## src/rtl/serial_adder_pkg.sv

```systemverilog
// Shared types and helpers for the bit-serial adder controller.
// State encoding for the controller FSM plus bit-counter sizing.
// Optional signed-overflow output is selected by SERIAL_ADDER_OVF_EN in the top.
package serial_adder_pkg;

  localparam logic [1:0] ST_IDLE  = 2'd0;
  localparam logic [1:0] ST_SHIFT = 2'd1;
  localparam logic [1:0] ST_DONE  = 2'd2;

  typedef enum logic [1:0] {
    IDLE  = ST_IDLE,
    SHIFT = ST_SHIFT,
    DONE  = ST_DONE
  } state_e;

  // Bit counter must index 0..WIDTH-1; keep at least one bit for WIDTH=2.
  function automatic int cnt_width(input int width);
    return (width <= 2) ? 1 : $clog2(width);
  endfunction

endpackage

```

## src/rtl/fa_cell.sv

```systemverilog
// 1-bit full adder from two half-adder stages and an OR for carry.
// Purely combinational, zero latency.
// No handshake; shared by every bit position of the serial adder.
module fa_cell (
  input  logic a_i,
  input  logic b_i,
  input  logic c_i,
  output logic s_o,
  output logic c_o
);

  logic ha0_s, ha0_c;
  logic ha1_s, ha1_c;

  // First half adder: operand bits.
  assign ha0_s = a_i ^ b_i;
  assign ha0_c = a_i & b_i;

  // Second half adder: partial sum with incoming carry.
  assign ha1_s = ha0_s ^ c_i;
  assign ha1_c = ha0_s & c_i;

  assign s_o = ha1_s;
  assign c_o = ha0_c | ha1_c;

endmodule

```

## src/rtl/serial_adder_ctrl.sv

```systemverilog
// Bit-serial adder: one shared full-adder cell, LSB-first over WIDTH bits.
// Latency WIDTH+1 cycles from accepted start to done; one add per WIDTH+2 cycles.
// start is ignored while busy; SERIAL_ADDER_OVF_EN adds the signed-overflow port ovf_o.
module serial_adder_ctrl
  import serial_adder_pkg::*;
#(
  parameter int WIDTH = 8
) (
  input  logic             clk_i,
  input  logic             rst_i,
  input  logic             start_i,
  input  logic [WIDTH-1:0] a_i,
  input  logic [WIDTH-1:0] b_i,
  input  logic             cin_i,
  output logic             busy_o,
  output logic             done_o,
  output logic [WIDTH-1:0] sum_o,
  output logic             cout_o
`ifdef SERIAL_ADDER_OVF_EN
  ,
  output logic             ovf_o
`endif
);

  localparam int CW = cnt_width(WIDTH);
  localparam logic [CW-1:0] LAST_BIT = CW'(WIDTH - 1);

  state_e           state_q, state_d;
  logic [WIDTH-1:0] a_q, a_d;
  logic [WIDTH-1:0] b_q, b_d;
  logic [WIDTH-1:0] sum_q, sum_d;
  logic [CW-1:0]    cnt_q, cnt_d;
  logic             carry_q, carry_d;
  logic             done_q, done_d;
  logic             cout_q, cout_d;
`ifdef SERIAL_ADDER_OVF_EN
  logic             ovf_q, ovf_d;
`endif

  logic fa_s, fa_c;

  fa_cell u_fa (
    .a_i (a_q[0]),
    .b_i (b_q[0]),
    .c_i (carry_q),
    .s_o (fa_s),
    .c_o (fa_c)
  );

  // Next-state: capture on start, shift one bit per SHIFT cycle, pulse done once.
  always_comb begin
    state_d = state_q;
    a_d     = a_q;
    b_d     = b_q;
    sum_d   = sum_q;
    cnt_d   = cnt_q;
    carry_d = carry_q;
    done_d  = 1'b0;
    cout_d  = cout_q;
`ifdef SERIAL_ADDER_OVF_EN
    ovf_d   = ovf_q;
`endif
    case (state_q)
      IDLE: begin
        if (start_i) begin
          a_d     = a_i;
          b_d     = b_i;
          carry_d = cin_i;
          cnt_d   = '0;
          state_d = SHIFT;
        end
      end
      SHIFT: begin
        a_d     = a_q >> 1;
        b_d     = b_q >> 1;
        sum_d   = {fa_s, sum_q[WIDTH-1:1]};
        carry_d = fa_c;
        cnt_d   = cnt_q + CW'(1);
        if (cnt_q == LAST_BIT) begin
          state_d = DONE;
          done_d  = 1'b1;
          cout_d  = fa_c;
`ifdef SERIAL_ADDER_OVF_EN
          // carry_q is the carry into the MSB on the final bit.
          ovf_d   = carry_q ^ fa_c;
`endif
        end
      end
      DONE: begin
        state_d = IDLE;
      end
      default: begin
        state_d = IDLE;
      end
    endcase
  end

  // State registers with synchronous reset; reset also aborts any add in flight.
  always_ff @(posedge clk_i) begin
    if (rst_i) begin
      state_q <= IDLE;
      a_q     <= '0;
      b_q     <= '0;
      sum_q   <= '0;
      cnt_q   <= '0;
      carry_q <= 1'b0;
      done_q  <= 1'b0;
      cout_q  <= 1'b0;
`ifdef SERIAL_ADDER_OVF_EN
      ovf_q   <= 1'b0;
`endif
    end else begin
      state_q <= state_d;
      a_q     <= a_d;
      b_q     <= b_d;
      sum_q   <= sum_d;
      cnt_q   <= cnt_d;
      carry_q <= carry_d;
      done_q  <= done_d;
      cout_q  <= cout_d;
`ifdef SERIAL_ADDER_OVF_EN
      ovf_q   <= ovf_d;
`endif
    end
  end

  assign busy_o = (state_q != IDLE);
  assign done_o = done_q;
  assign sum_o  = sum_q;
  assign cout_o = cout_q;
`ifdef SERIAL_ADDER_OVF_EN
  assign ovf_o  = ovf_q;
`endif

endmodule
```

## config.mk

```make
export PLATFORM = sky130hd
export DESIGN_NAME = serial_adder_ctrl
export DESIGN_NICKNAME = d
export VERILOG_FILES = /design/src/rtl/serial_adder_pkg.sv /design/src/rtl/fa_cell.sv /design/src/rtl/serial_adder_ctrl.sv
export SDC_FILE = /design/constraint.sdc
export NUM_CORES = 1
export LEC_CHECK = 0
export CAP_MARGIN = 20
export CORE_ASPECT_RATIO = 1.2
export CORE_UTILIZATION = 48
export CTS_CLUSTER_DIAMETER = 40
export DETAILED_ROUTE_END_ITERATION = 10
export PLACE_DENSITY = 0.77
export RECOVER_POWER = 50
export SETUP_SLACK_MARGIN = 0.15
export SLEW_MARGIN = 25
export SYNTH_ARGS = -nofsm -noshare
export SYNTH_HDL_FRONTEND = slang
export SYNTH_SLANG_ARGS = --single-unit
```

## constraint.sdc

```tcl
create_clock -name clk_i -period 1.3 [get_ports clk_i]
set_input_delay 0.325 -clock clk_i [delete_from_list [all_inputs] [get_ports clk_i]]
set_output_delay 0.325 -clock clk_i [all_outputs]
set_load 0.05 [all_outputs]
```

==> results.md <==
* Post-synthesis area per instance at 9.358 sq um
* Die H at 59.64 um
* Final Setup Violations at 27
* Net count, final at 220
* Placed cell area at 1828 sq um
* RSZ-0062 raised after global routing: true
* Number of I/O port buffers at 30
* Clock H-tree levels at 2
* DR iter-0 viols at 77
* Max-slew violation count at 0
* CTS tree: yes
* Hold-fix buffers at CTS at 0
* Multi-input gate area at 660.6 sq um
* Starting Density at 0.5155
* Core area at 2577 sq um
* Max Cap Viol at 0
* First-pass GRT wire length at 5.602 mm
* Int Pwr at 0.001585 W
* Grt total ovfl at 0
* CTS Buffer Depth at 2
* Cell Area, Synth at 1329 sq um
* Core Util, Final at 0.8578
* Critical Path RT at 0.98 ns
* Fmax at 698.0 MHz
* I/O pins at 31
* CTS buffer count at 5
* Initial DRT Pass Iterations at 4
* N_diodes at 0
* Worst Path Max Fanout at 2
* Final Non-Filler Cells at 230
* Residual DRC at 0
* Final worst slack at -0.1326 ns
* Pin count of the biggest net entering global routing at 23
* Clock sink count at 32
* Crit path kind: register to output pin
* All-Layer GR Usage at 0.2610
* Status: complete, but fails checks
* Antenna-violating nets left at 0
* Seq cells post-synth at 32
* Clock root cell: clkbuf_4
* Clock latency at the later pin of the worst-skew pair at 0.35 ns
* Site Rows at 20
* Initial antenna violation count at 0
* Max_slew headroom at 0.7617
* Total negative slack at -1.345 ns
* Comb pwr share at 0.207
* Vias in the first global route at 1268
* DP HPWL at 2.095 mm
* Seq. cell area at 663.1 sq um
* Final clock skew at 0.004601 ns
* Peak supply drop at 0.7850 mV
* Die Wd at 50.03 um
* Switching share of power at 0.2759
* Critical path arrival at 1.11 ns
* YS warnings at 0
* Worst-margin pin slew at 0.3566 ns
* Pwr Density at 989.7 nW/um^2
* Setup WS pre-CTS at -0.6719 ns
* LEAKAGE at 0.8800 nW
* Total Wirelength at 4.226 mm
* Reg2reg setup slack at -0.09 ns
* Post-DR wirelength/cell at 18.37 um
* Library cells used by synthesis at 23
* Design area at 2211 sq um
* Startpoint Class: register
* Tcrit/Tclk final at 1.102
* Seq/Total Area, Yosys at 0.4821
* Fin crit period at 1.433 ns
* Met2 routed WL at 2.336 mm
* Clock power frac at 0.302
* Post-synthesis cell count at 142
* Final hold vios at 0
* Vias at 1293
* Area growth syn-to-layout at 66.38%
* DRT met1 WL at 1.485 mm
* Failing checks: setup timing
* Layout cell share with drive strength beyond 1 at 0.5330
* Vias per cell at 5.622
* Uppermost layer routed: met4
* Syn nets at 165
* GPL Wtd Cong at 0.7792
* Reg power frac at 0.491
* Worst-path clk slew at 0.09 ns
* WL met3 at 198 um
* Hold WC Path Type: register to register
* Switching power total at 0.0006036 W
* # fillers at 131
* Crit end category: output pin
* Placed Instances at 205
* Die area at 2984 sq um
[registers in the layout, summed over array words and instances (netlist names)]
register	cells
a_q	8
b_q	8
sum_o	8
cnt_q	3
state_q	2
carry_q	1
cout_o	1
done_o	1
[through the flow]
step	power (W)	hold slack (ns)
after floorplan	0.001285	0.4654
after global placement	0.001422	0.4772
after detailed placement	0.001440	0.4823
after CTS	0.002115	0.4773
after global routing	0.002262	0.5004
final	0.002188	0.4891
[logic make-up after synthesis]
family | after synthesis | share of synthesized area
DFF | 32 | 0.4821
and+or+nand+nor | 34 | 0.1149
muxes | 2 | 0.01507
adders and majority gates | 3 | 0.03390
buffers and inverters | 27 | 0.1083
AOI/OAI and AO/OA | 44 | 0.2458
[cells in the final DEF (no fill, tap or decap)]
master / netlist / layout
clkdlybuf4s50_1: 0 / 19
buf_4: 1 / 19
dfxtp_1: 32 / 18
a21oi_2: 0 / 17
inv_1: 17 / 15
nand2_1: 17 / 15
buf_12: 0 / 15
o221a_2: 14 / 14
dfxtp_2: 0 / 12
nor2_1: 10 / 8
a21oi_1: 24 / 7
clkbuf_4: 0 / 5
a22oi_2: 0 / 4
buf_6: 5 / 3
nor2_4: 0 / 2
inv_2: 0 / 2
mux2i_1: 2 / 2
nand2_2: 1 / 2
clkbuf_8: 0 / 2
clkbuf_16: 0 / 2
dfxtp_4: 0 / 2
nand2_4: 0 / 1
nor2b_4: 1 / 1
o21bai_1: 1 / 1
o221a_1: 1 / 1
nand3b_1: 1 / 1
nand3_1: 1 / 1
nor3_1: 1 / 1
nand2b_1: 1 / 1
nor3b_2: 0 / 1
fa_1: 1 / 1
ha_2: 0 / 1
ha_1: 2 / 1
[power by group through the flow]
stage               Sequential, W  Clock, W  Combinational, W
floorplan                 0.00110         0          0.000187
global placement          0.00109         0          0.000331
detailed placement        0.00109         0          0.000345
CTS                       0.00107  0.000642          0.000402
global route              0.00108  0.000705          0.000478
finish                    0.00107  0.000660          0.000454
[final cells by class]
cell class,instances,area share
inverters,17,0.02886
well taps,33,0.01868
clock buffers,7,0.02943
multi-input cells,83,0.2988
repair buffers,58,0.3243
flip-flops and latches,32,0.2999
[Yosys cell counts, drive strengths merged]
cell type	number	area share
a21oi	24	0.090
o21bai	1	0.0057
dfxtp	32	0.48
ha	2	0.019
nor3	1	0.0038
nor2b	1	0.010
nor2	10	0.028
mux2i	2	0.015
inv	17	0.048
nor3b	1	0.0057
nand2	18	0.053
clkbuf	4	0.012
nand3	1	0.0038
nand2b	1	0.0047
a22oi	4	0.023
o221a	15	0.13
buf	6	0.048
nand3b	1	0.0057
fa	1	0.015
[metal layers]
metal / global-route usage / vias to the layer above
li1: - / 599
met3: 0.07692 / 19
met2: 0.4876 / 57
met1: 0.2592 / 618
met5: 0 / -
met4: 0.1306 / 0
[path summary, 6_finish.rpt]
check,cells after the start,from,end
max,4,state_q[1]$_SDFFE_PP0P_,busy_o
min,2,cout_o$_SDFFE_PP0P_,cout_o$_SDFFE_PP0P_
max reg2reg,6,state_q[1]$_SDFFE_PP0P_,carry_q$_SDFFE_PP0P_
min reg2reg,2,cout_o$_SDFFE_PP0P_,cout_o$_SDFFE_PP0P_
[repair_timing]
action	in CTS	in global routing
buffers inserted	11	5
endpoints found under the setup margin	26	41
pin swaps	2	3
gates resized for setup	32	21
cloned	1	1
[worst max-delay path: stages, from the launching register on]
cell	delay [ns]
dfxtp_2	0.34
buf_6	0.12
nor2_4	0.11
inv_2	0.05
buf_12	0.14
(Power assumes the default switching activity.)
